[config.mk]
export PLATFORM = sky130hd
export DESIGN_NAME = mbist_march_ctrl_flat
export DESIGN_NICKNAME = d
export VERILOG_FILES = /design/src/rtl/mbist_pkg.sv /design/src/rtl/mbist_march_ctrl_if.sv /design/src/rtl/mbist_rd_cmp.sv /design/src/rtl/mbist_march_ctrl.sv /design/src/flat_wrapper.sv
export SDC_FILE = /design/constraint.sdc
export NUM_CORES = 1
export LEC_CHECK = 0
export ABC_AREA = 1
export CELL_PAD_IN_SITES_DETAIL_PLACEMENT = 1
export CELL_PAD_IN_SITES_GLOBAL_PLACEMENT = 2
export CORE_ASPECT_RATIO = 1.4
export CORE_MARGIN = 5
export CORE_UTILIZATION = 29
export CTS_BUF_LIST = sky130_fd_sc_hd__clkbuf_2
export DETAILED_ROUTE_END_ITERATION = 10
export GPL_TIMING_DRIVEN = 1
export PLACE_DENSITY_LB_ADDON = 0.15
export SLEW_MARGIN = 20
export SYNTH_ARGS = -nofsm -noshare
export SYNTH_HDL_FRONTEND = slang
export SYNTH_SLANG_ARGS = --single-unit
[constraint.sdc]
create_clock -name clk -period 1.6 [get_ports clk]
set_input_delay 0.16 -clock clk [delete_from_list [all_inputs] [get_ports clk]]
set_output_delay 0.16 -clock clk [all_outputs]
set_load 0.1 [all_outputs]
[src/rtl/mbist_pkg.sv]
// Shared types for the March C- BIST controller: FSM states, op encoding and
// the per-element March table (direction, op count, op list).
package mbist_pkg;

   typedef enum logic [2:0] {
      ST_IDLE,
      ST_PRIME,
      ST_RUN,
      ST_DRAIN,
      ST_DONE
   } state_t;

   localparam int NUM_ELEMS = 6;

   typedef logic [2:0] elem_idx_t;

   // wr: 1 = write, 0 = read; val: data bit replicated across the word
   typedef struct packed {
      logic wr;
      logic val;
   } op_t;

   localparam op_t OP_R0 = '{wr: 1'b0, val: 1'b0};
   localparam op_t OP_R1 = '{wr: 1'b0, val: 1'b1};
   localparam op_t OP_W0 = '{wr: 1'b1, val: 1'b0};
   localparam op_t OP_W1 = '{wr: 1'b1, val: 1'b1};

   // ops[0] is issued first; ops[1] only when nops == 2
   typedef struct packed {
      logic       down;
      logic [1:0] nops;
      op_t  [1:0] ops;
   } march_elem_t;

   localparam march_elem_t MARCH_TABLE [NUM_ELEMS] = '{
      '{down: 1'b0, nops: 2'd1, ops: {OP_W0, OP_W0}},
      '{down: 1'b0, nops: 2'd2, ops: {OP_W1, OP_R0}},
      '{down: 1'b0, nops: 2'd2, ops: {OP_W0, OP_R1}},
      '{down: 1'b1, nops: 2'd2, ops: {OP_W1, OP_R0}},
      '{down: 1'b1, nops: 2'd2, ops: {OP_W0, OP_R1}},
      '{down: 1'b0, nops: 2'd1, ops: {OP_R0, OP_R0}}
   };

endpackage

[src/rtl/mbist_march_ctrl_if.sv]
// Memory-side bus between the BIST controller (master) and fault_mem (slave).
interface mbist_march_ctrl_if #(
   parameter int DATA_WIDTH = 8,
   parameter int ADDR_WIDTH = 4
);
   logic                  mem_write_read;
   logic [ADDR_WIDTH-1:0] mem_address;
   logic [DATA_WIDTH-1:0] mem_wdata;
   logic [DATA_WIDTH-1:0] mem_rdata;

   modport master (
      output mem_write_read,
      output mem_address,
      output mem_wdata,
      input  mem_rdata
   );

   modport slave (
      input  mem_write_read,
      input  mem_address,
      input  mem_wdata,
      output mem_rdata
   );
endinterface

[src/rtl/mbist_rd_cmp.sv]
// Read-compare back end: 2-stage expected-data pipeline matching the memory's
// read latency, sticky fail flag, saturating counter, optional MBIST_FAIL_LOG_EN log.
module mbist_rd_cmp
   import mbist_pkg::*;
#(
   parameter int DATA_WIDTH     = 8,
   parameter int FAIL_CNT_WIDTH = 8
`ifdef MBIST_FAIL_LOG_EN
   ,
   parameter int ADDR_WIDTH     = 4
`endif
) (
   input  logic                      clk,
   input  logic                      rst_n,
   input  logic                      clr_i,
   input  logic                      push_i,
   input  logic [DATA_WIDTH-1:0]     exp_i,
   input  logic [DATA_WIDTH-1:0]     rdata_i,
`ifdef MBIST_FAIL_LOG_EN
   input  logic [ADDR_WIDTH-1:0]     addr_i,
   input  elem_idx_t                 elem_i,
   output logic [ADDR_WIDTH-1:0]     fail_addr_o,
   output elem_idx_t                 fail_elem_o,
   output logic [DATA_WIDTH-1:0]     fail_exp_o,
   output logic [DATA_WIDTH-1:0]     fail_act_o,
`endif
   output logic                      fail_o,
   output logic [FAIL_CNT_WIDTH-1:0] fail_count_o
);
   localparam int STAGES = 2;

   logic                  vld_q [STAGES];
   logic [DATA_WIDTH-1:0] exp_q [STAGES];
   logic                  fail_q;
   logic [FAIL_CNT_WIDTH-1:0] cnt_q;
   logic                  miscmp;

   always_ff @(posedge clk or negedge rst_n) begin
      if (!rst_n) begin
         for (int i = 0; i < STAGES; i++) begin
            vld_q[i] <= 1'b0;
            exp_q[i] <= '0;
         end
      end else begin
         vld_q[0] <= push_i;
         exp_q[0] <= exp_i;
         for (int i = 1; i < STAGES; i++) begin
            vld_q[i] <= vld_q[i-1];
            exp_q[i] <= exp_q[i-1];
         end
      end
   end

   assign miscmp = vld_q[STAGES-1] && (rdata_i != exp_q[STAGES-1]);

   always_ff @(posedge clk or negedge rst_n) begin
      if (!rst_n) begin
         fail_q <= 1'b0;
         cnt_q  <= '0;
      end else if (clr_i) begin
         fail_q <= 1'b0;
         cnt_q  <= '0;
      end else if (miscmp) begin
         fail_q <= 1'b1;
         if (cnt_q != '1) cnt_q <= cnt_q + FAIL_CNT_WIDTH'(1);
      end
   end

   assign fail_o       = fail_q;
   assign fail_count_o = cnt_q;

`ifdef MBIST_FAIL_LOG_EN
   logic [ADDR_WIDTH-1:0] addr_q [STAGES];
   elem_idx_t             elem_q [STAGES];
   logic [ADDR_WIDTH-1:0] log_addr_q;
   elem_idx_t             log_elem_q;
   logic [DATA_WIDTH-1:0] log_exp_q;
   logic [DATA_WIDTH-1:0] log_act_q;

   always_ff @(posedge clk or negedge rst_n) begin
      if (!rst_n) begin
         for (int i = 0; i < STAGES; i++) begin
            addr_q[i] <= '0;
            elem_q[i] <= '0;
         end
      end else begin
         addr_q[0] <= addr_i;
         elem_q[0] <= elem_i;
         for (int i = 1; i < STAGES; i++) begin
            addr_q[i] <= addr_q[i-1];
            elem_q[i] <= elem_q[i-1];
         end
      end
   end

   // fail_q still low means this is the first miscompare since start
   always_ff @(posedge clk or negedge rst_n) begin
      if (!rst_n) begin
         log_addr_q <= '0;
         log_elem_q <= '0;
         log_exp_q  <= '0;
         log_act_q  <= '0;
      end else if (clr_i) begin
         log_addr_q <= '0;
         log_elem_q <= '0;
         log_exp_q  <= '0;
         log_act_q  <= '0;
      end else if (miscmp && !fail_q) begin
         log_addr_q <= addr_q[STAGES-1];
         log_elem_q <= elem_q[STAGES-1];
         log_exp_q  <= exp_q[STAGES-1];
         log_act_q  <= rdata_i;
      end
   end

   assign fail_addr_o = log_addr_q;
   assign fail_elem_o = log_elem_q;
   assign fail_exp_o  = log_exp_q;
   assign fail_act_o  = log_act_q;
`endif

endmodule

[src/rtl/mbist_march_ctrl.sv]
// March C- BIST controller: FSM plus element/address/op cursor driving fault_mem.
// Optional first-fail log ports are enabled with MBIST_FAIL_LOG_EN.
module mbist_march_ctrl
   import mbist_pkg::*;
#(
   parameter int DATA_WIDTH     = 8,
   parameter int ADDR_WIDTH     = 4,
   parameter int CAPACITY       = 15,
   parameter int FAIL_CNT_WIDTH = 8
) (
   input  logic                      clk,
   input  logic                      rst_n,
   input  logic                      start,
   mbist_march_ctrl_if.master        mem,
   output logic                      busy,
   output logic                      done,
   output logic                      fail,
   output logic [FAIL_CNT_WIDTH-1:0] fail_count
`ifdef MBIST_FAIL_LOG_EN
   ,
   output logic [ADDR_WIDTH-1:0]     fail_addr,
   output elem_idx_t                 fail_elem,
   output logic [DATA_WIDTH-1:0]     fail_exp,
   output logic [DATA_WIDTH-1:0]     fail_act
`endif
);
   localparam logic [ADDR_WIDTH-1:0] ADDR_MAX  = ADDR_WIDTH'(CAPACITY);
   localparam logic [ADDR_WIDTH-1:0] ADDR_ONE  = ADDR_WIDTH'(1);
   localparam elem_idx_t             LAST_ELEM = elem_idx_t'(NUM_ELEMS - 1);

   state_t                state_q;
   elem_idx_t             ptr_elem_q;
   logic [ADDR_WIDTH-1:0] ptr_addr_q;
   logic                  ptr_opi_q;
   logic                  wr_q;
   logic [ADDR_WIDTH-1:0] addr_q;
   logic [DATA_WIDTH-1:0] wdata_q;
   logic                  iss_rd_q;
   logic [DATA_WIDTH-1:0] iss_exp_q;
   logic                  last_q;
   logic                  drain_q;
   logic                  busy_q;
   logic                  done_q;

   march_elem_t           ptr_ent;
   op_t                   ptr_op;
   logic                  ptr_ops_end;
   logic                  ptr_sweep_end;
   logic                  ptr_last;
   elem_idx_t             ptr_elem_d;
   logic [ADDR_WIDTH-1:0] ptr_addr_d;
   logic                  ptr_opi_d;
   logic                  nxt_val;
   logic                  start_acc;
   logic                  issue_en;

   // ptr_* is the op to issue at the next edge; *_d is the op after it
   always_comb begin
      ptr_ent       = MARCH_TABLE[ptr_elem_q];
      ptr_op        = ptr_ent.ops[ptr_opi_q];
      ptr_ops_end   = (ptr_ent.nops == 2'd1) || ptr_opi_q;
      ptr_sweep_end = ptr_ent.down ? (ptr_addr_q == '0) : (ptr_addr_q == ADDR_MAX);
      ptr_last      = ptr_ops_end && ptr_sweep_end && (ptr_elem_q == LAST_ELEM);
      ptr_elem_d    = ptr_elem_q;
      ptr_addr_d    = ptr_addr_q;
      ptr_opi_d     = 1'b0;
      if (!ptr_ops_end) begin
         ptr_opi_d = 1'b1;
      end else if (!ptr_sweep_end) begin
         ptr_addr_d = ptr_ent.down ? (ptr_addr_q - ADDR_ONE) : (ptr_addr_q + ADDR_ONE);
      end else begin
         ptr_elem_d = (ptr_elem_q == LAST_ELEM) ? '0 : (ptr_elem_q + elem_idx_t'(1));
         ptr_addr_d = MARCH_TABLE[ptr_elem_d].down ? ADDR_MAX : '0;
      end
      nxt_val = MARCH_TABLE[ptr_elem_d].ops[ptr_opi_d].val;
   end

   assign start_acc = start && ((state_q == ST_IDLE) || (state_q == ST_DONE));
   assign issue_en  = (state_q == ST_PRIME) || ((state_q == ST_RUN) && !last_q);

   always_ff @(posedge clk or negedge rst_n) begin
      if (!rst_n) begin
         state_q    <= ST_IDLE;
         ptr_elem_q <= '0;
         ptr_addr_q <= '0;
         ptr_opi_q  <= 1'b0;
         wr_q       <= 1'b0;
         addr_q     <= '0;
         wdata_q    <= '0;
         iss_rd_q   <= 1'b0;
         iss_exp_q  <= '0;
         last_q     <= 1'b0;
         drain_q    <= 1'b0;
         busy_q     <= 1'b0;
         done_q     <= 1'b0;
      end else begin
         case (state_q)
            ST_IDLE, ST_DONE: begin
               if (start_acc) begin
                  state_q    <= ST_PRIME;
                  busy_q     <= 1'b1;
                  done_q     <= 1'b0;
                  ptr_elem_q <= '0;
                  ptr_addr_q <= '0;
                  ptr_opi_q  <= 1'b0;
                  last_q     <= 1'b0;
                  wr_q       <= 1'b0;
                  iss_rd_q   <= 1'b0;
                  // memory samples write data one cycle ahead of the write
                  wdata_q    <= {DATA_WIDTH{MARCH_TABLE[0].ops[0].val}};
               end
            end
            ST_PRIME, ST_RUN: begin
               if (issue_en) begin
                  state_q    <= ST_RUN;
                  wr_q       <= ptr_op.wr;
                  addr_q     <= ptr_addr_q;
                  iss_rd_q   <= !ptr_op.wr;
                  iss_exp_q  <= {DATA_WIDTH{ptr_op.val}};
                  last_q     <= ptr_last;
                  ptr_elem_q <= ptr_elem_d;
                  ptr_addr_q <= ptr_addr_d;
                  ptr_opi_q  <= ptr_opi_d;
                  wdata_q    <= {DATA_WIDTH{nxt_val}};
               end else begin
                  state_q  <= ST_DRAIN;
                  wr_q     <= 1'b0;
                  iss_rd_q <= 1'b0;
                  drain_q  <= 1'b0;
               end
            end
            ST_DRAIN: begin
               if (drain_q) begin
                  state_q <= ST_DONE;
                  busy_q  <= 1'b0;
                  done_q  <= 1'b1;
               end else begin
                  drain_q <= 1'b1;
               end
            end
            default: state_q <= ST_IDLE;
         endcase
      end
   end

`ifdef MBIST_FAIL_LOG_EN
   elem_idx_t iss_elem_q;

   always_ff @(posedge clk or negedge rst_n) begin
      if (!rst_n)        iss_elem_q <= '0;
      else if (issue_en) iss_elem_q <= ptr_elem_q;
   end
`endif

   assign mem.mem_write_read = wr_q;
   assign mem.mem_address    = addr_q;
   assign mem.mem_wdata      = wdata_q;
   assign busy               = busy_q;
   assign done               = done_q;

   mbist_rd_cmp #(
      .DATA_WIDTH     (DATA_WIDTH),
`ifdef MBIST_FAIL_LOG_EN
      .ADDR_WIDTH     (ADDR_WIDTH),
`endif
      .FAIL_CNT_WIDTH (FAIL_CNT_WIDTH)
   ) u_rd_cmp (
      .clk          (clk),
      .rst_n        (rst_n),
      .clr_i        (start_acc),
      .push_i       (iss_rd_q),
      .exp_i        (iss_exp_q),
      .rdata_i      (mem.mem_rdata),
`ifdef MBIST_FAIL_LOG_EN
      .addr_i       (addr_q),
      .elem_i       (iss_elem_q),
      .fail_addr_o  (fail_addr),
      .fail_elem_o  (fail_elem),
      .fail_exp_o   (fail_exp),
      .fail_act_o   (fail_act),
`endif
      .fail_o       (fail),
      .fail_count_o (fail_count)
   );

endmodule

[src/flat_wrapper.sv]
// flat-port wrapper written by rule: the top's interface ports become plain ports
module mbist_march_ctrl_flat import mbist_pkg::*;
#(
   parameter int DATA_WIDTH     = 8,
   parameter int ADDR_WIDTH     = 4,
   parameter int CAPACITY       = 15,
   parameter int FAIL_CNT_WIDTH = 8
)
  (clk, rst_n, start, busy, done, fail, fail_count, mem_mem_write_read, mem_mem_address, mem_mem_wdata, mem_mem_rdata);
  mbist_march_ctrl_if #(.DATA_WIDTH(DATA_WIDTH), .ADDR_WIDTH(ADDR_WIDTH)) mem_i ();
  input  logic clk;
  input  logic rst_n;
  input  logic start;
  output logic busy;
  output logic done;
  output logic fail;
  output logic [FAIL_CNT_WIDTH-1:0] fail_count;
  output wire logic [$bits(mem_i.mem_write_read)-1:0] mem_mem_write_read;
  output wire logic [$bits(mem_i.mem_address)-1:0] mem_mem_address;
  output wire logic [$bits(mem_i.mem_wdata)-1:0] mem_mem_wdata;
  input wire logic [$bits(mem_i.mem_rdata)-1:0] mem_mem_rdata;
  assign mem_mem_write_read = mem_i.mem_write_read;
  assign mem_mem_address = mem_i.mem_address;
  assign mem_mem_wdata = mem_i.mem_wdata;
  assign mem_i.mem_rdata = mem_mem_rdata;
  mbist_march_ctrl #(.DATA_WIDTH(DATA_WIDTH), .ADDR_WIDTH(ADDR_WIDTH), .CAPACITY(CAPACITY), .FAIL_CNT_WIDTH(FAIL_CNT_WIDTH)) u_core (.clk(clk), .rst_n(rst_n), .start(start), .mem(mem_i), .busy(busy), .done(done), .fail(fail), .fail_count(fail_count));
endmodule
======== Word-level counts from Yosys, hierarchy flattened ========
Memory sizes are Yosys's and may differ from the RTL's.
Index checks and enable logic that the tools add are counted.
word-level totals
  word-level logic and storage cells ...... 128
  input bits .............................. 11
  register bits after elaboration ......... 43
  output and inout bits ................... 24
  ROM bits ................................ 168
  memories ................................ 3
cells by class
  magnitude comparators ................... 5
  muxes and demuxes ....................... 53
  reductions and logical operators ........ 27
  eq/ne operators ......................... 14
  add/subtract/negate cells ............... 4
  bitwise operators ....................... 3
memories
  memory            words  bits a word  rd ports  clocked after memory_dff  write ports  line                    source
  (name not given)  8      7            1         0                         0            mbist_march_ctrl.sv:59  ptr_ent = MARCH_TABLE[ptr_elem_q];
  (name not given)  8      7            1         0                         0            mbist_march_ctrl.sv:73  ptr_addr_d = MARCH_TABLE[ptr_elem_d].down ? ADDR_MAX : '0;
  (name not given)  8      7            1         0                         0            mbist_march_ctrl.sv:75  nxt_val = MARCH_TABLE[ptr_elem_d].ops[ptr_opi_d].val;
operator list
  kind                                                                   number
  8-bit two-way mux                                                      5
  7-bit two-way mux                                                      4
  3-bit two-way mux                                                      9
  4-bit two-way mux                                                      6
  1-bit two-way mux                                                      16
  8-bit case mux with 2 select lines                                     1
  1-bit case mux with 2 select lines                                     7
  4-bit greater-or-equal comparator, second input constant               3
  3-bit inverter with 4-bit output                                       3
  2-bit AND reduction                                                    5
  2-bit nonzero test                                                     5
  3-bit case mux with 3 select lines                                     1
  8-bit by 1-bit adder with 8-bit output, second input constant          1
  2-bit by 1-bit != test with 1-bit output, second input constant        4
  8-bit != test                                                          1
  8-bit != test, second input constant                                   1
  4-bit case mux with 2 select lines                                     1
  3-bit by 2-bit equality test with 1-bit output, second input constant  2
  3-bit equality test, second input constant                             2
  3-bit case mux with 2 select lines                                     1
  3-bit AND reduction                                                    2
  1-bit logical AND                                                      5
  4-bit by 1-bit adder with 4-bit output, second input constant          1
  4-bit equality test, second input constant                             1
  other kinds (13)                                                       19

======== Depth between registers and ports, before layout ========
Gate-level depths: netlist of the first run.
  word-level depth ........................ 15
  depth in mapped cells ................... 13
  gate-level depth less buffers ........... 12

======== By module ========
A second synthesis of the first run with hierarchy kept.
unflattened totals
  cells, all modules ...................... 281
  area, all modules ....................... 2399.8 um^2
modules (own cells, without submodules)
  module            instances  seq. area each (um^2)  cells each  area each (um^2)
  mbist_march_ctrl  1          575.6                  163         1270.0
  mbist_rd_cmp      1          675.6                  118         1129.8

======== Worst setup path after synthesis of the first run ========
OpenSTA, ideal clock, no wires.
  path kind ............................... reg-to-reg
  start ................................... register u_core.u_rd_cmp.cnt_q[0] (netlist: u_core.u_rd_cmp.fail_count_o[0])
  end ..................................... register u_core.u_rd_cmp.cnt_q[2] (netlist: u_core.u_rd_cmp.fail_count_o[2])
  library setup time ...................... 0.121 ns
  required time ........................... 1.479 ns
  setup slack ............................. -0.683 ns
  stages on the path, launching flop included .. 9
  clock period less this slack ............ 2.283 ns
  path buffers ............................ 0
  arrival time ............................ 2.162 ns
  cells stage by stage .................... dfrtp_1 > ha_1 > nand3_1 > nor2_1 > nand4_1 > nand4_2 > nand2_1 > nand3_1 > nand2_1
between the ends
  word-level cells in the longest chain between the ends .. 4
  elaborated cells between the ends (all ways) .. 7
  classes of those cells .................. 1 x add/sub; 1 x eq/ne; 3 x mux; 2 x reduce/logical
RTL lines
  element                                 line                source
  start: declaration                      mbist_rd_cmp.sv:35  logic [FAIL_CNT_WIDTH-1:0] cnt_q;
  start signal: assignment                mbist_rd_cmp.sv:65  if (cnt_q != '1) cnt_q <= cnt_q + FAIL_CNT_WIDTH'(1);
  8-bit by 1-bit adder with 8-bit output  mbist_rd_cmp.sv:65
  8-bit two-way mux                       mbist_rd_cmp.sv:65
  8-bit two-way mux                       mbist_rd_cmp.sv:63  end else if (miscmp) begin
  8-bit two-way mux                       mbist_rd_cmp.sv:60  end else if (clr_i) begin
Several ways; a longest one is shown, not always the timed one. The select of a mux whose other input is x is not followed.
A chain may end at the register's enable or synchronous reset.

======== Worst setup path after layout of the first run ========
  start ................................... register u_core.ptr_elem_q[0]
  end ..................................... register u_core.ptr_addr_q[2]
between the ends
  word-level cells in the longest chain between the ends .. 11
  elaborated cells between the ends (all ways) .. 22
  classes of those cells .................. 1 x add/sub; 3 x eq/ne; 12 x mux; 2 x bitwise; 2 x reduce/logical; 2 x memory
RTL lines
  element                                                                               line                     source
  start: declaration                                                                    mbist_march_ctrl.sv:32   elem_idx_t ptr_elem_q;
  start signal: assignment                                                              mbist_march_ctrl.sv:121  ptr_elem_q <= ptr_elem_d;
  3-bit by 1-bit adder with 3-bit output / 3-bit equality test (equally long branches)  mbist_march_ctrl.sv:72   ptr_elem_d = (ptr_elem_q == LAST_ELEM) ? '0 : (ptr_elem_q + elem_idx_t'(1));
  3-bit two-way mux                                                                     mbist_march_ctrl.sv:72
  3-bit inverter with 4-bit output (implied by the code)                                mbist_march_ctrl.sv:73
  memory read 8 x 7 bit                                                                 --
  7-bit two-way mux (implied by the code) (2 in a row)                                  mbist_march_ctrl.sv:73
  4-bit two-way mux                                                                     mbist_march_ctrl.sv:73
  4-bit two-way mux                                                                     mbist_march_ctrl.sv:69   end else if (!ptr_sweep_end) begin
  4-bit two-way mux                                                                     mbist_march_ctrl.sv:67   if (!ptr_ops_end) begin
  4-bit two-way mux                                                                     mbist_march_ctrl.sv:114  if (issue_en) begin
  4-bit case mux with 2 select lines                                                    mbist_march_ctrl.sv:97   case (state_q)
  end signal: assignment                                                                mbist_march_ctrl.sv:122  ptr_addr_q <= ptr_addr_d;
  end: declaration                                                                      mbist_march_ctrl.sv:33   logic [ADDR_WIDTH-1:0] ptr_addr_q;
Several ways; a longest one is shown, not always the timed one. The select of a mux whose other input is x is not followed.

==> impl_summary.txt, run 1 <==
----------------------------------------------------
[Status]
  Run status ... finished with violations
  Violations in the final reports ... negative setup slack

[Synth]
  Gate Count Post-Synth ... 245
  Adder-cell share of the synthesized area ... 0.0284
  Number of storage elements in the synthesis netlist ... 36
  Synth Area in Simple Gates ... 0.303
  Ys Warns ... 0
  Area share of xor/xnor cells in the synthesized design ... 0.0346
  Largest family of logic cells by synthesized area ... simple AND/OR/NAND/NOR gates
  Syn_area_per_cell ... between 8 and 9 sq um
  Multiplexer area fraction after synthesis ... 0
  Share of flip-flops with an asynchronous set or reset after synthesis ... 1.00
  Number of unique standard cell types used by synthesis ... 32
  Dominant register cell in the synthesized netlist ... sky130_fd_sc_hd__dfrtp_1
  Number of flops mapped to enable cells by yosys ... 0
  Cell Area, Synth ... between 2000 and 2500 sq um
  Post-Synthesis Net Count ... 260
  Post-synthesis compound-gate area fraction ... 0.0847
  Part of the Yosys area used for sequential elements ... 0.445

[Route]
  Count of vias placed by the detailed router ... 1794
  Total Routed Length ... 5260 um
  # DRC ... 0
  Number of iterations in the first detailed-routing pass ... 4
  Average wire per standard cell ... 13.1 um
  Antenna violation net count after detailed routing ... 0
  Detailed router's first-iteration violation count ... 45
  Number of vias per cell ... around 4.5

[Final layout]
  FF+latch area ... slightly above 900 sq um
  Total of fill cells in the finished design ... between 800 and 900
  Most common library cell in the layout ignoring fill and taps ... sky130_fd_sc_hd__nand2_1
  Highest-count cells in the layout ignoring fill and taps ... sky130_fd_sc_hd__nand2_1, sky130_fd_sc_hd__buf_4, sky130_fd_sc_hd__dfrtp_1
  Area used by multi-input combinational logic ... 1050 sq um
  # diodes ... 0
  Fraction of layout instances using a drive strength above 1 ... 0.401
  Area growth syn-to-layout ... 55.6%
  Final core occ ... 0.457
  Post-layout nets ... 321

[Worst setup path]
  Critical path peak fanout ... 5
  WP data arrival ... around 2 ns
  Critical path class ... flip-flop to flip-flop
  CP Data Required Time ... between 1.5 and 2 ns
  Crit start category ... flip-flop
  Critical Path Sink Type ... flip-flop

[STA]
  Slew HR ... 0.685
  Worst hold slack ... 0.305 ns
  Tcrit/Tclk final ... 1.04
  F_max ... approximately 600 MHz
  Worst-case clock skew ... a little under 0.03 ns
  Count of final hold-check violations ... 0
  Max Slew Vio Count ... 0
  Setup-violating endpoint count in the final report ... 2
  Total Negative Setup Slacks ... -0.0890 ns
  Final min period ... approximately 1.7 ns
  Unrepaired setup endpoints after global routing ... yes
  Setup WS post-layout ... -0.0627 ns
  Worst slew pin tran ... approximately 0.47 ns

[Power and ir drop]
  Pwr Density ... about 2200 nW/um^2
  Static Leak ... about 1.4 nW
  Max rail drop VDD ... 1.25 mV

[Die]
  Area of the core ... 6890 sq um
  Initial core utilization ... 0.294
  Num rows ... 36
  Number of ports placed on the die boundary ... 35
  Chip Width ... approximately 81 um
  Die area ... a little under 9000 sq um
  Overall die height ... around 110 um

[Global routing]
  Largest net degree at the start of global routing ... 37
  Antenna violations before repair ... 0
  Via count of the first global-routing pass ... 1872
  Overall track demand over capacity in global routing ... 0.128
  Congestion Overflow GR ... 0
  Wire length of the first global-routing pass ... slightly below 9000 um

[Placement]
  Port Buf Inserts ... 34
  Half-perimeter wire length of the detailed placement result ... between 4000 and 5000 um
  Routability Congestion ... between 0.7 and 0.8
  Worst slack after detailed placement ... -0.0456 ns

[Hold path]
  Type of the worst min-delay path ... input port to asynchronous set/reset pin

[Clock network]
  Inserted Clock Buffers ... 5
  Maximum clock path buffer count ... 2
  Worst-Skew Late Latency ... between 0.3 and 0.4 ns
  Number of sinks handled by clock tree synthesis ... 36
  CTS tree ... yes
  Total number of H-tree levels ... 2
  Cell at the root of the clock tree ... sky130_fd_sc_hd__clkbuf_2
  Register clock-pin slew on the reported worst setup and hold paths ... approximately 0.21 ns

[Flow run]
  Max-cap violations ... 0

----------------------------------------------------
-- final cells by class --
type                    instances  share of cell area
clock buffers                   5             0.00795
clock inverters                 3              0.0286
inverters                      30              0.0382
multi-input cells             168               0.334
flip-flops and latches         36               0.292
well taps                      95              0.0378
repair buffers                 65               0.262
-- cell families after synthesis --
kind of cell             after synthesis
AO/OA/AOI/OAI                         24
flip-flops                            36
buffers and inverters                 41
adder cells (fa/ha/maj)                4
XOR/XNOR                               8
AND/OR/NAND/NOR                      132
-- routing by layer --
metal	vias up	global-route usage	wire length (um)
met5	-	0	0
met4	0	0.0471	87
met3	6	0.0273	176
met2	27	0.232	2910
met1	856	0.145	2090
li1	905	-	-
-- report_power, final --
part           total [mW]  switching, mW  internal (mW)
logic                4.58           2.88           1.70
registers            1.51          0.285           1.22
clock network       0.904          0.326          0.578
total                6.99           3.49           3.50
-- registers in the layout, summed over array words and instances, names as in the netlist, 2 cells and up --
| name | count |
|---|---|
| u_core.u_rd_cmp.vld_q | 2 |
| u_core.state_q | 3 |
| u_core.u_rd_cmp.fail_count_o | 8 |
| u_core.u_rd_cmp.exp_q | 2 |
| u_core.ptr_addr_q | 4 |
| u_core.ptr_elem_q | 3 |
| u_core.mem.mem_address | 4 |
-- critical path, stage by stage (launching register included) --
cell and delay, ns:
sky130_fd_sc_hd__dfrtp_1 0.46, sky130_fd_sc_hd__nand2_2 0.09, sky130_fd_sc_hd__nand2_4 0.09, sky130_fd_sc_hd__nand2_4 0.07
sky130_fd_sc_hd__buf_4 0.14, sky130_fd_sc_hd__fa_1 0.38, sky130_fd_sc_hd__nor2_1 0.20, sky130_fd_sc_hd__nor3b_4 0.07
sky130_fd_sc_hd__o21ai_2 0.12
-- stage by stage --
step	cell area [sq um]	instances	power, mW
3_5_place_dp	2880	386	5.94
2_1_floorplan	2090	245	4.39
6_report	3150	402	6.99
3_3_place_gp	2880	386	5.89
4_1_cts	3010	395	6.86
5_1_grt	3150	402	7.42
-- worst paths after layout --
check	depth (start not counted)	start	endpoint	slack [ns]
worst max-delay path	8	u_core.ptr_elem_q[0]	u_core.ptr_addr_q[2]	-0.06
worst min-delay path	3	rst_n	u_core.u_rd_cmp.fail_count_o[4]	0.31
worst max register to register	8	u_core.ptr_elem_q[0]	u_core.ptr_addr_q[2]	-0.06
worst min register to register	0	u_core.u_rd_cmp.exp_q[8]	u_core.u_rd_cmp.exp_q[0]	0.38
max in group asynchronous	3	rst_n	u_core.state_q[1]	0.91
min in group clk	0	u_core.u_rd_cmp.exp_q[8]	u_core.u_rd_cmp.exp_q[0]	0.38
-- timing repair --
item	in CTS	in global routing
setup endpoints to repair	2	14
pin swaps	1	15
hold buffers	1	0
cloned	0	0
buffers inserted	0	7
hold endpoints to repair	36	0
resized for setup	1	25
-- synth_stat cells (3+ instances only) --
library cell | number | area, sq um
sky130_fd_sc_hd__nand2_1 | 63 | 236
sky130_fd_sc_hd__dfrtp_1 | 36 | 901
sky130_fd_sc_hd__nand3_1 | 28 | 140
sky130_fd_sc_hd__inv_1 | 25 | 93.8
sky130_fd_sc_hd__nor2_1 | 19 | 71.3
sky130_fd_sc_hd__buf_4 | 7 | 52.6
sky130_fd_sc_hd__o21ai_2 | 7 | 61.3
sky130_fd_sc_hd__nand4_1 | 6 | 37.5
sky130_fd_sc_hd__o21ai_0 | 6 | 30.0
sky130_fd_sc_hd__xor2_1 | 6 | 52.6
sky130_fd_sc_hd__a21oi_1 | 4 | 20.0
sky130_fd_sc_hd__inv_2 | 4 | 15.0
sky130_fd_sc_hd__nand2_4 | 4 | 45.0
sky130_fd_sc_hd__nor3_1 | 4 | 20.0
sky130_fd_sc_hd__ha_1 | 3 | 37.5
sky130_fd_sc_hd__o22ai_2 | 3 | 37.5
Power figures use the tool's default switching activity.
==> run 2: changes to the inputs <==
CORE_UTILIZATION = 28   (was 29)
CTS_BUF_LIST = sky130_fd_sc_hd__clkbuf_16   (was sky130_fd_sc_hd__clkbuf_2)
==> run 2 against run 1 <==
- the flow still finishes with violations (negative setup slack)
- critical endpoint is now u_core.ptr_addr_q[3]
- routed wire length is 0.67% higher
- maximum frequency is 2.9% higher
- final cell count is 0.25% lower
- final area is 0.44% higher
- highest routed layer unchanged
- first-iteration DRC count is 31% lower
- critical path type unchanged
- clock power is 0.6% higher
- sequential power hardly changed
==> impl_summary.txt, run 2 (synthesized netlist as in run 1, its figures left out) <==
----------------------------------------------------
[STA]
  Tcrit/Tclk final ... 1.01 (-0.0297)
  Setup WS post-layout ... -0.0152 ns (+0.0475 ns)
  Unrepaired setup endpoints after global routing ... yes
  Worst slew pin tran ... 0.449 ns (-0.0239 ns)
  F_max ... 619 MHz (+2.9%)
  Setup-violating endpoint count in the final report ... 1 (-1)
  Max Slew Vio Count ... 0 (unchanged)
  Worst-case clock skew ... 0.00338 ns (-0.0260 ns)
  Final min period ... 1.62 ns (-0.0475 ns)
  Count of final hold-check violations ... 0 (unchanged)
  Slew HR ... 0.701 (+0.0159)

[Die]
  Num rows ... 36 (unchanged)
  Die area ... 9050 sq um (+3.2%)
  Chip Width ... 81.8 um (+1.6%)
  Overall die height ... 111 um (+1.6%)
  Number of ports placed on the die boundary ... 35 (unchanged)
  Initial core utilization ... 0.288 (-0.00565)
  Area of the core ... 7030 sq um (+2.0%)

[Route]
  Number of vias per cell ... 4.53 (+1.5%)
  Total Routed Length ... 5300 um (+0.67%)
  Detailed router's first-iteration violation count ... 31 (-31%)
  Count of vias placed by the detailed router ... 1816 (+1.2%)
  Antenna violation net count after detailed routing ... 0 (unchanged)
  Number of iterations in the first detailed-routing pass ... 3 (-1)
  # DRC ... 0 (unchanged)
  Average wire per standard cell ... 13.2 um (+0.92%)

[Worst setup path]
  Critical path peak fanout ... 5 (unchanged)
  R2R Path Start ... u_core.ptr_elem_q[2]
  Critical path class ... flip-flop to flip-flop
  CP Data Required Time ... 1.76 ns (-0.18 ns)
  Crit start category ... flip-flop
  WP data arrival ... 1.77 ns (-0.24 ns)
  Worst setup startpoint ... u_core.ptr_elem_q[2]
  Critical Path Sink Type ... flip-flop

[Clock network]
  Inserted Clock Buffers ... 5 (unchanged)
  Number of sinks handled by clock tree synthesis ... 36 (unchanged)
  Maximum clock path buffer count ... 2 (unchanged)
  Cell at the root of the clock tree ... sky130_fd_sc_hd__clkbuf_16
  Register clock-pin slew on the reported worst setup and hold paths ... 0.05 ns (-0.16 ns)
  Worst-Skew Late Latency ... 0.27 ns (-0.12 ns)
  Total number of H-tree levels ... 2 (unchanged)
  CTS tree ... yes

[Hold path]
  Startpoint of the tightest hold check path ... u_core.u_rd_cmp.exp_q[8]
  Type of the worst min-delay path ... flip-flop to flip-flop

[Final layout]
  Highest-count cells in the layout ignoring fill and taps ... sky130_fd_sc_hd__nand2_1, sky130_fd_sc_hd__buf_4, sky130_fd_sc_hd__dfrtp_1
  FF+latch area ... 917 sq um (-0.14%)
  Total of fill cells in the finished design ... 816 (-0.12%)
  Post-layout nets ... 320 (-0.31%)
  Fraction of layout instances using a drive strength above 1 ... 0.379 (-0.0216)
  Final core occ ... 0.450 (-0.00683)
  # diodes ... 0 (unchanged)
  Area used by multi-input combinational logic ... 1040 sq um (-1.3%)
  Number of standard cells in the layout, taps in and fillers out ... 401 (-0.25%)
  Area growth syn-to-layout ... 56.3%
  Max FFs per register ... 8 (unchanged)
  Most common library cell in the layout ignoring fill and taps ... sky130_fd_sc_hd__nand2_1

[Placement]
  Half-perimeter wire length of the detailed placement result ... 4120 um (+3.0%)
  Port Buf Inserts ... 34 (unchanged)
  Routability Congestion ... 0.739 (-1.6%)
  Count of placed standard cells including taps ... 384 (-0.52%)

[Status]
  Run status ... finished with violations
  Violations in the final reports ... negative setup slack

[Global routing]
  Congestion Overflow GR ... 0 (unchanged)
  Via count of the first global-routing pass ... 1972 (+5.3%)
  Antenna violations before repair ... 0 (unchanged)
  Largest net degree at the start of global routing ... 22 (-41%)
  Wire length of the first global-routing pass ... 9280 um (+7.3%)
  Overall track demand over capacity in global routing ... 0.131 (+0.00337)

[Power and ir drop]
  Max rail drop VDD ... 0.905 mV (-28%)
  Overall Power ... 6.97 mW (-0.29%)
  Pwr Density ... 2200 nW/um^2 (-0.72%)
  Static Leak ... 1.45 nW (+0.24%)

[Flow run]
  Max-cap violations ... 0 (unchanged)

----------------------------------------------------
[run 2: cell count changes in the layout (fill, tap and decap cells not counted), sizes merged]
| cell | previous run | this run |
|---|---|---|
| bufinv | 3 | 0 |
| clkinv | 1 | 3 |
| buf | 55 | 54 |
| inv | 29 | 30 |
[run 2: worst max-delay path: stages, from the launching register on]
cell and delay [ns]:
sky130_fd_sc_hd__dfrtp_1 0.42, sky130_fd_sc_hd__inv_2 0.10, sky130_fd_sc_hd__nand2_4 0.06, sky130_fd_sc_hd__nand2_4 0.10
sky130_fd_sc_hd__inv_4 0.05, sky130_fd_sc_hd__ha_4 0.28, sky130_fd_sc_hd__nand2_2 0.05, sky130_fd_sc_hd__o21ai_2 0.11
sky130_fd_sc_hd__xnor2_1 0.12, sky130_fd_sc_hd__nand2_1 0.08, sky130_fd_sc_hd__nand2_1 0.06, sky130_fd_sc_hd__o21ai_1 0.06
[run 2: final timing paths]
| path | endpoint | slack, ns | cells after the start |
|---|---|---|---|
| max | u_core.ptr_addr_q[3] | -0.02 | 11 |
| min | u_core.u_rd_cmp.exp_q[0] | 0.35 | 0 |
| max reg2reg | u_core.ptr_addr_q[3] | -0.02 | 11 |
| min reg2reg | u_core.u_rd_cmp.exp_q[0] | 0.35 | 0 |
| max in group asynchronous | u_core.ptr_addr_q[2] | 0.77 | 3 |
| min in group asynchronous | u_core.state_q[1] | 0.36 | 2 |
[run 2: where the power goes]
part,internal (mW),switching [mW],total [mW]
Combinational,1.65,2.89,4.54
Clock,0.560,0.349,0.909
Sequential,1.23,0.296,1.52
Total,3.44,3.53,6.97
[run 2: final cells by class]
type                       instances  share of cell area
clock buffer                       5              0.0396
clock inverter                     3             0.00356
inverter                          30              0.0388
multi-input combinational        168               0.328
sequential                        36               0.290
tap                               95              0.0376
timing repair buffer              64               0.262
[run 2: layer usage]
metal | GRT usage | up-vias | share of wire
met5 | 0 | - | 0
met4 | 0.0432 | 0 | 0.016
met3 | 0.0228 | 6 | 0.024
met2 | 0.249 | 23 | 0.58
met1 | 0.139 | 885 | 0.38
li1 | - | 902 | -
[run 2: what timing repair did]
| item | 4_1_cts | 5_1_grt |
|---|---|---|
| setup buffers | 7 | 2 |
| endpoints found under the setup margin | 3 | 11 |
| pin swaps | 9 | 4 |
| resized for setup | 7 | 13 |
| hold endpoints to repair | 16 | 0 |
| hold buffers | 1 | 0 |
[run 2: through the flow]
| step | setup slack [ns] | hold slack, ns | TNS [ns] | instance area (sq um) |
|---|---|---|---|---|
| final | -0.0152 | 0.346 | -0.0152 | 3160 |
| after global routing | -0.144 | 0.366 | -0.325 | 3160 |
| after CTS | -0.0315 | 0.349 | -0.0506 | 3110 |
| after detailed placement | -0.0649 | 0.133 | -0.109 | 2880 |
| after global placement | -0.0219 | 0.125 | -0.0244 | 2880 |
| after floorplan | -0.0564 | -0.136 | -0.435 | 2090 |
==> run 3: changes to the inputs <==
CAP_MARGIN = 20   (was default)
==> results of run 3 <==
No change in the layout: final DEF, timing and power equal those of run 2.
